[config.mk]
export PLATFORM = sky130hd
export DESIGN_NAME = huff_tree_ctrl
export DESIGN_NICKNAME = d
export VERILOG_FILES = /design/src/rtl/huff_pkg.sv /design/src/rtl/huff_min2_scan.sv /design/src/rtl/huff_tree_ctrl.sv
export SDC_FILE = /design/constraint.sdc
export NUM_CORES = 1
export LEC_CHECK = 0
export ABC_CLOCK_PERIOD_IN_PS = 3700
export CAP_MARGIN = 40
export CORE_MARGIN = 1.5
export CORE_UTILIZATION = 53
export CTS_CLUSTER_SIZE = 30
export DETAILED_ROUTE_END_ITERATION = 10
export PLACE_DENSITY_LB_ADDON = 0.15
export SLEW_MARGIN = 10
export SYNTH_ARGS = -nofsm -noshare
export SYNTH_HDL_FRONTEND = slang
export SYNTH_SLANG_ARGS = --single-unit
[constraint.sdc]
create_clock -name clk -period 3.7 [get_ports clk]
set_clock_uncertainty 0.2 [all_clocks]
set_input_delay 0.37 -clock clk [delete_from_list [all_inputs] [get_ports clk]]
set_output_delay 0.37 -clock clk [all_outputs]
set_load 0.01 [all_outputs]
[src/rtl/huff_pkg.sv]
`default_nettype none
// ============================================================================
// Module      : huff_pkg
// Description : Shared constants and types for the six-symbol Huffman tree
//               builder: node-space layout, node index type and the
//               sequencer state encoding.
// Revision    : 1.0 - initial release
// ============================================================================
package huff_pkg;

  localparam int NODE_EMPTY = 11;  // "no node" marker for child/min slots
  localparam int ROOT_BASE  = 6;   // first internal (root) node index
  localparam int N_LEAF     = 6;
  localparam int N_ROOT     = 5;
  localparam int N_NODE     = 11;

  typedef logic [3:0] node_idx_t;

  typedef enum logic [2:0] {
    IDLE  = 3'd0,
    CLEAR = 3'd1,
    SCAN  = 3'd2,
    MERGE = 3'd3,
    DONE  = 3'd4
  } state_t;

endpackage : huff_pkg
`default_nettype wire

[src/rtl/huff_min2_scan.sv]
`default_nettype none
// ============================================================================
// Module      : huff_min2_scan
// Description : Running two-smallest tracker. Fed one (index, weight) pair per
//               cycle in ascending index order, it keeps the lightest node in
//               (m1,w1) and the second lightest in (m2,w2). Strict compares
//               make the lower index win on equal weight.
// Ports       : clk, reset (async active-low)
//               init          - reload empty slots (m=11, w=all-ones)
//               valid         - idx/weight present an active node this cycle
//               idx, weight   - candidate node
//               m1,w1,m2,w2   - registered result
//               m1_nxt,m2_nxt - indices including this cycle's candidate
// Revision    : 1.0 - initial release
// ============================================================================
module huff_min2_scan
  import huff_pkg::*;
#(
  parameter int W = 8
) (
  input  logic         clk,
  input  logic         reset,
  input  logic         init,
  input  logic         valid,
  input  node_idx_t    idx,
  input  logic [W-1:0] weight,
  output node_idx_t    m1,
  output logic [W-1:0] w1,
  output node_idx_t    m2,
  output logic [W-1:0] w2,
  output node_idx_t    m1_nxt,
  output node_idx_t    m2_nxt
);

  localparam node_idx_t EMPTY_IDX = node_idx_t'(NODE_EMPTY);

  logic [W-1:0] w1_nxt;
  logic [W-1:0] w2_nxt;

  // An empty slot accepts any candidate, so a node whose weight equals the
  // all-ones seed value is still picked up instead of being lost.
  always_comb begin
    m1_nxt = m1;
    w1_nxt = w1;
    m2_nxt = m2;
    w2_nxt = w2;
    if (init) begin
      m1_nxt = EMPTY_IDX;
      w1_nxt = '1;
      m2_nxt = EMPTY_IDX;
      w2_nxt = '1;
    end else if (valid) begin
      if ((m1 == EMPTY_IDX) || (weight < w1)) begin
        m2_nxt = m1;
        w2_nxt = w1;
        m1_nxt = idx;
        w1_nxt = weight;
      end else if ((m2 == EMPTY_IDX) || (weight < w2)) begin
        m2_nxt = idx;
        w2_nxt = weight;
      end
    end
  end

  always_ff @(posedge clk or negedge reset) begin
    if (!reset) begin
      m1 <= EMPTY_IDX;
      w1 <= '1;
      m2 <= EMPTY_IDX;
      w2 <= '1;
    end else begin
      m1 <= m1_nxt;
      w1 <= w1_nxt;
      m2 <= m2_nxt;
      w2 <= w2_nxt;
    end
  end

endmodule : huff_min2_scan
`default_nettype wire

[src/rtl/huff_tree_ctrl.sv]
`default_nettype none
// ============================================================================
// Module      : huff_tree_ctrl
// Description : Builds the six-leaf Huffman tree by five merges of the two
//               lightest active nodes, writing one root record per merge
//               (roots 6..10) to the root-node memory, then reports the
//               weight of root 10.
// Ports       : clk, reset (async active-low)
//               start        - build request, honoured only in IDLE
//               cnt0..cnt5   - leaf weights, captured on accepted start
//               tm_clear     - one-cycle root memory clear strobe
//               tm_w_r       - root memory write enable
//               tm_root_sel  - root index written
//               tm_node_l/r  - left/right child index
//               busy, done   - build in progress / completion pulse
//               root_weight  - final root weight, held until next done
// Revision    : 1.0 - initial release
// ============================================================================
module huff_tree_ctrl
  import huff_pkg::*;
#(
  parameter int W = 8
) (
  input  logic         clk,
  input  logic         reset,
  input  logic         start,
  input  logic [W-1:0] cnt0,
  input  logic [W-1:0] cnt1,
  input  logic [W-1:0] cnt2,
  input  logic [W-1:0] cnt3,
  input  logic [W-1:0] cnt4,
  input  logic [W-1:0] cnt5,
  output logic         tm_clear,
  output logic         tm_w_r,
  output node_idx_t    tm_root_sel,
  output node_idx_t    tm_node_l,
  output node_idx_t    tm_node_r,
  output logic         busy,
  output logic         done,
  output logic [W-1:0] root_weight
);

  localparam node_idx_t         EMPTY_IDX   = node_idx_t'(NODE_EMPTY);
  localparam node_idx_t         LAST_IDX    = node_idx_t'(N_NODE - 1);
  localparam logic [2:0]        LAST_MERGE  = 3'(N_ROOT - 1);
  localparam logic [N_NODE-1:0] LEAVES_ONLY = N_NODE'((1 << N_LEAF) - 1);

  state_t             state;
  logic [W-1:0]       weight [N_NODE];
  logic [N_NODE-1:0]  active;
  node_idx_t          scan_idx;
  logic [2:0]         k;

  node_idx_t          m1, m2, m1_nxt, m2_nxt;
  logic [W-1:0]       w1, w2;
  logic               scan_init;
  logic               scan_valid;
  node_idx_t          root_idx;
  logic [W:0]         sum_full;
  logic [W-1:0]       merged;

  // Tracker is reseeded in the cycle before every scan pass.
  assign scan_init  = (state == CLEAR) || (state == MERGE);
  assign scan_valid = (state == SCAN) && active[scan_idx];
  assign root_idx   = node_idx_t'(ROOT_BASE) + {1'b0, k};

  assign sum_full = {1'b0, w1} + {1'b0, w2};
  assign merged   = sum_full[W] ? '1 : sum_full[W-1:0];

  huff_min2_scan #(.W(W)) u_scan (
    .clk    (clk),
    .reset  (reset),
    .init   (scan_init),
    .valid  (scan_valid),
    .idx    (scan_idx),
    .weight (weight[scan_idx]),
    .m1     (m1),
    .w1     (w1),
    .m2     (m2),
    .w2     (w2),
    .m1_nxt (m1_nxt),
    .m2_nxt (m2_nxt)
  );

  always_ff @(posedge clk or negedge reset) begin
    if (!reset) begin
      state       <= IDLE;
      active      <= '0;
      scan_idx    <= '0;
      k           <= '0;
      tm_clear    <= 1'b0;
      tm_w_r      <= 1'b0;
      tm_root_sel <= '0;
      tm_node_l   <= EMPTY_IDX;
      tm_node_r   <= EMPTY_IDX;
      busy        <= 1'b0;
      done        <= 1'b0;
      root_weight <= '0;
      for (int i = 0; i < N_NODE; i++) begin
        weight[i] <= '0;
      end
    end else begin
      tm_clear <= 1'b0;
      tm_w_r   <= 1'b0;
      done     <= 1'b0;
      case (state)
        IDLE: begin
          if (start) begin
            weight[0] <= cnt0;
            weight[1] <= cnt1;
            weight[2] <= cnt2;
            weight[3] <= cnt3;
            weight[4] <= cnt4;
            weight[5] <= cnt5;
            active    <= LEAVES_ONLY;
            k         <= '0;
            tm_clear  <= 1'b1;
            busy      <= 1'b1;
            state     <= CLEAR;
          end
        end
        CLEAR: begin
          scan_idx <= '0;
          state    <= SCAN;
        end
        SCAN: begin
          if (scan_idx == LAST_IDX) begin
            // The write record must be on the port during MERGE itself, so
            // the children are taken from the tracker's next-state view,
            // which already includes the final index of the pass.
            tm_w_r      <= 1'b1;
            tm_root_sel <= root_idx;
            tm_node_l   <= m1_nxt;
            tm_node_r   <= m2_nxt;
            state       <= MERGE;
          end else begin
            scan_idx <= scan_idx + 4'd1;
          end
        end
        MERGE: begin
          active[m1]       <= 1'b0;
          active[m2]       <= 1'b0;
          active[root_idx] <= 1'b1;
          weight[root_idx] <= merged;
          scan_idx         <= '0;
          if (k == LAST_MERGE) begin
            root_weight <= merged;
            done        <= 1'b1;
            state       <= DONE;
          end else begin
            k     <= k + 3'd1;
            state <= SCAN;
          end
        end
        DONE: begin
          busy  <= 1'b0;
          state <= IDLE;
        end
        default: state <= IDLE;
      endcase
    end
  end

endmodule : huff_tree_ctrl
`default_nettype wire

==> impl_results.md <==
* Share of cells above drive strength 1 at between 15 and 20%
* Clock Sinks at between 150 and 200
* Synth Flop Type: dfrtp_1
* Fin. Hold Viols at 0
* Finish-stage setup viols at 2
* Die Span X at 130 um
* Port Buf Inserts at 74
* Clock network fraction of design power at 49.7%
* Seq. cell area at ~0.0040 mm^2
* Io pins at 75
* Wire length per cell at 20.2 um
* CTS Buf Count at 17
* Total track usage at about 30%
* Global route overflow at 0
* Slowest cell on crit path: mux4_2
* Compound-gate portion of the synthesized area at a little over a fifth
* Final #Nets at ~1100
* Setup total negative slack at -17.4 ps
* VDD IR max at between 300 and 400 uV
* Placer Congestion at 0.897
* Delay-heaviest family, CP: multiplexers
* Failing checks: setup timing
* Worst skew pair latency at approximately 440 ps
* Synth area leaders: dfrtp_1, dfstp_2, nand2_1, mux4_2, ha_1
* Worst-margin pin slew at between 700 and 800 ps
* Via Count at between 7000 and 8000
* Sw frac at 24.1%
* First drt pass iteration count at 5
* Adder-cell share of the synthesized area at 4.45%
* Dpl cell area at a little under 0.01 mm^2
* Status: finished with violations
* Hold slack at about 230 ps
* Multi-input combinational cell area at ~0.0044 mm^2
* Initial core utilization at 54.2%
* Hpwl dp at between 15000 and 20000 um
* H-tree lvl count at 4
* Synth Area in XOR/XNOR at less than 1%
* Synth warnings at 0
* Worst Setup Start Kind: flip-flop
* Critical Path AT at between 3000 and 4000 ps
* Root Driver: clkbuf_16
* DIE AREA at about 0.017 mm^2
* CTS clk-pin slew, worst paths at around 70 ps
* Pwr/cell area at approximately 340 mW/mm^2
* Bufs and invs on worst path at 3
* Worst Path Required at 3850 ps
* Post-synthesis sequential area ratio at a little under half
* Post-route setup slack at -10.4 ps
* Max-cap viol count at 0
* Fill count at ~1300
* Leading area contributor after synthesis: dfrtp_1
* Crit path kind: reg -> reg
* Crit-path max FO at 6
* Synthesized flop and latch total at approximately 160
* First-pass GRT wire length at 38100 um
* Mapped Cells at between 900 and 1000
* Fin crit share at 100%
* Number of vias per cell at about 6
* Final slew viol count at 0
* Setup WS pre-CTS at -11.0 ps
* Vias in the first global route at 7040
* Largest net degree at the start of global routing at between 50 and 60
* DRC errors left at 0
* Mux contribution to synthesized area at roughly 7.9%
* Sw Pwr at a little under 900 uW
* Total Power at around 3.6 mW
* Fin crit period at 3710 ps
* Post-Syn Nets at roughly 990
* Routed Antenna Nets at 0
* Area Overhead vs Synth at 23.0%
* Synth async-reset ratio at between 90% and 100%
* Core area at roughly 0.016 mm^2
* Cell area after layout at 0.0106 mm^2
* CTS tree: built
* Yosys top cell area share at 37.5%
* Slew HR at about half
* Combinational share of power at 2.7%
* CP dominant cell by count: buf_4
* Die H at ~130 um
* EDFF count, synth at 0
* Sequential power share at ~48%
* Simple-gate share of the synthesized area at 14.6%
* Max Root-Sink Buffers at 2
* Max incr delay on CP at approximately 530 ps
* FP Rows at 46
* Initial antenna violation count at 2
* Cells after DPL at around 1200
* Pleak at between 4 and 5 nW
* CP Capture Type: flip-flop
* Drt initial violations at around 600
* Syn_area_per_cell at approximately 9.5 um^2
* Cell Area, Synth at between 0.008 and 0.009 mm^2
* Power Internal at 2.74 mW
* Main combinational cell family by area after synthesis: compound AO/OA/AOI/OAI gates
* Utilization after layout at between 60% and 70%
* Drt total wl at approximately 25000 um
* Final Non-Filler Cells at roughly 1200
* Cell chain of the critical path: buf_4 > mux4_2 > mux2i_1 > o22ai_2 > ha_4 > nand4_1 > nor4_4 > buf_4 > nand4_2 > nand4_4 > buf_4 > mux2i_2 > o211ai_2
* Synth unique cells at 68
* Worst Hold Class: in -> async
* FMAX at roughly 270 MHz
* Unrepaired setup endpoints after global routing: yes
==> final cells by class <==
type / count / area share (%)
Timing Repair Buffer: 125 / 11.5
Inverter: 40 / 1.42
Sequential cell: 157 / 37.4
Multi-Input combinational cell: 641 / 41.4
Antenna cell: 1 / 0.0236
Tap cell: 216 / 2.55
Clock inverter: 14 / 1.58
Clock buffer: 18 / 4.05
==> synthesized netlist by cell type, types with 3 or more instances <==
cell	instances
ha_1	29
a22oi_1	7
nand2b_1	5
o22ai_1	11
or2_2	3
dfstp_2	28
a31oi_1	17
nor2b_1	5
or2_1	3
nor3b_1	3
nand3_1	11
mux2i_1	26
nand2_1	116
o21ai_1	12
and2_1	3
buf_2	25
dfrtp_1	129
a211oi_1	43
a21oi_1	70
clkbuf_1	41
a21o_1	5
inv_1	39
mux2_2	3
o211ai_1	8
and3_1	3
nor2_1	51
a32oi_1	3
o31ai_1	6
nand4_1	3
o211ai_2	8
nor3_1	52
mux4_2	17
xnor2_1	5
o21ai_0	72
==> cells in the final DEF, fill, tap and decap left out, types with 28 or more instances in the layout <==
| master | netlist | layout |
|---|---|---|
| buf_4 | 1 | 42 |
| nand2_1 | 116 | 115 |
| dfrtp_1 | 129 | 128 |
| ha_1 | 29 | 28 |
| a21oi_1 | 70 | 66 |
| inv_1 | 39 | 39 |
| nor3_1 | 52 | 52 |
| o21ai_0 | 72 | 70 |
| nor2_1 | 51 | 50 |
| a211oi_1 | 43 | 43 |
| dfstp_2 | 28 | 28 |
| clkdlybuf4s50_1 | 0 | 73 |
==> registers in the layout (all words and copies together), names as in the netlist, 3 cells and up <==
signal	cells
k	3
u_scan.w1	8
scan_idx	4
tm_node_l	4
tm_node_r	4
active	11
weight	88
tm_root_sel	4
u_scan.w2	8
root_weight	8
state	3
u_scan.m2	4
u_scan.m1	4
==> layer usage <==
| layer | vias to the layer above | wire length [um] | global-route usage [%] |
|---|---|---|---|
| li1 | 3438 | - | - |
| met3 | 46 | 1470 | 5.46 |
| met1 | 3569 | 10500 | 39.9 |
| met2 | 270 | 12000 | 48.6 |
| met5 | - | 10 | 0 |
| met4 | 2 | 560 | 10.1 |
==> worst paths after layout <==
kind	slack [ps]	cells after the start	endpoint	start
max	-10	13	u_scan.w2[3]	scan_idx[0]
min	230	2	u_scan.m2[2]	reset
max reg2reg	-10	13	u_scan.w2[3]	scan_idx[0]
min reg2reg	260	2	tm_node_r[0]	tm_node_r[0]
max in group asynchronous	2410	3	u_scan.m2[1]	reset
min in group clk	260	2	tm_node_r[0]	tm_node_r[0]
==> power by group through the flow <==
stage	logic (mW)	registers (mW)	clock network, mW
5_1_grt	0.107	1.72	1.89
3_3_place_gp	0.0934	1.75	0
2_1_floorplan	0.00182	1.75	0
3_5_place_dp	0.0978	1.75	0
4_1_cts	0.0990	1.72	1.81
6_report	0.0965	1.72	1.79
==> timing repair <==
item	4_1_cts	5_1_grt
pin swaps	0	8
buffers inserted	0	10
cloned	0	2
setup endpoints to repair	3	32
resized for setup	2	33
endpoints found under the hold margin	40	0
hold buffers	1	0
==> kinds of logic (layout without fill, tap and decap cells) <==
family	after synthesis	in the layout
AOI/OAI and AO/OA	285	286
xor gates and xnor gates	6	6
adders and majority gates	30	30
buffers and inverters	110	197
DFF	157	157
muxes	46	46
other	0	1
and+or+nand+nor	272	273
No activity file was read; power rests on OpenSTA's default activity.
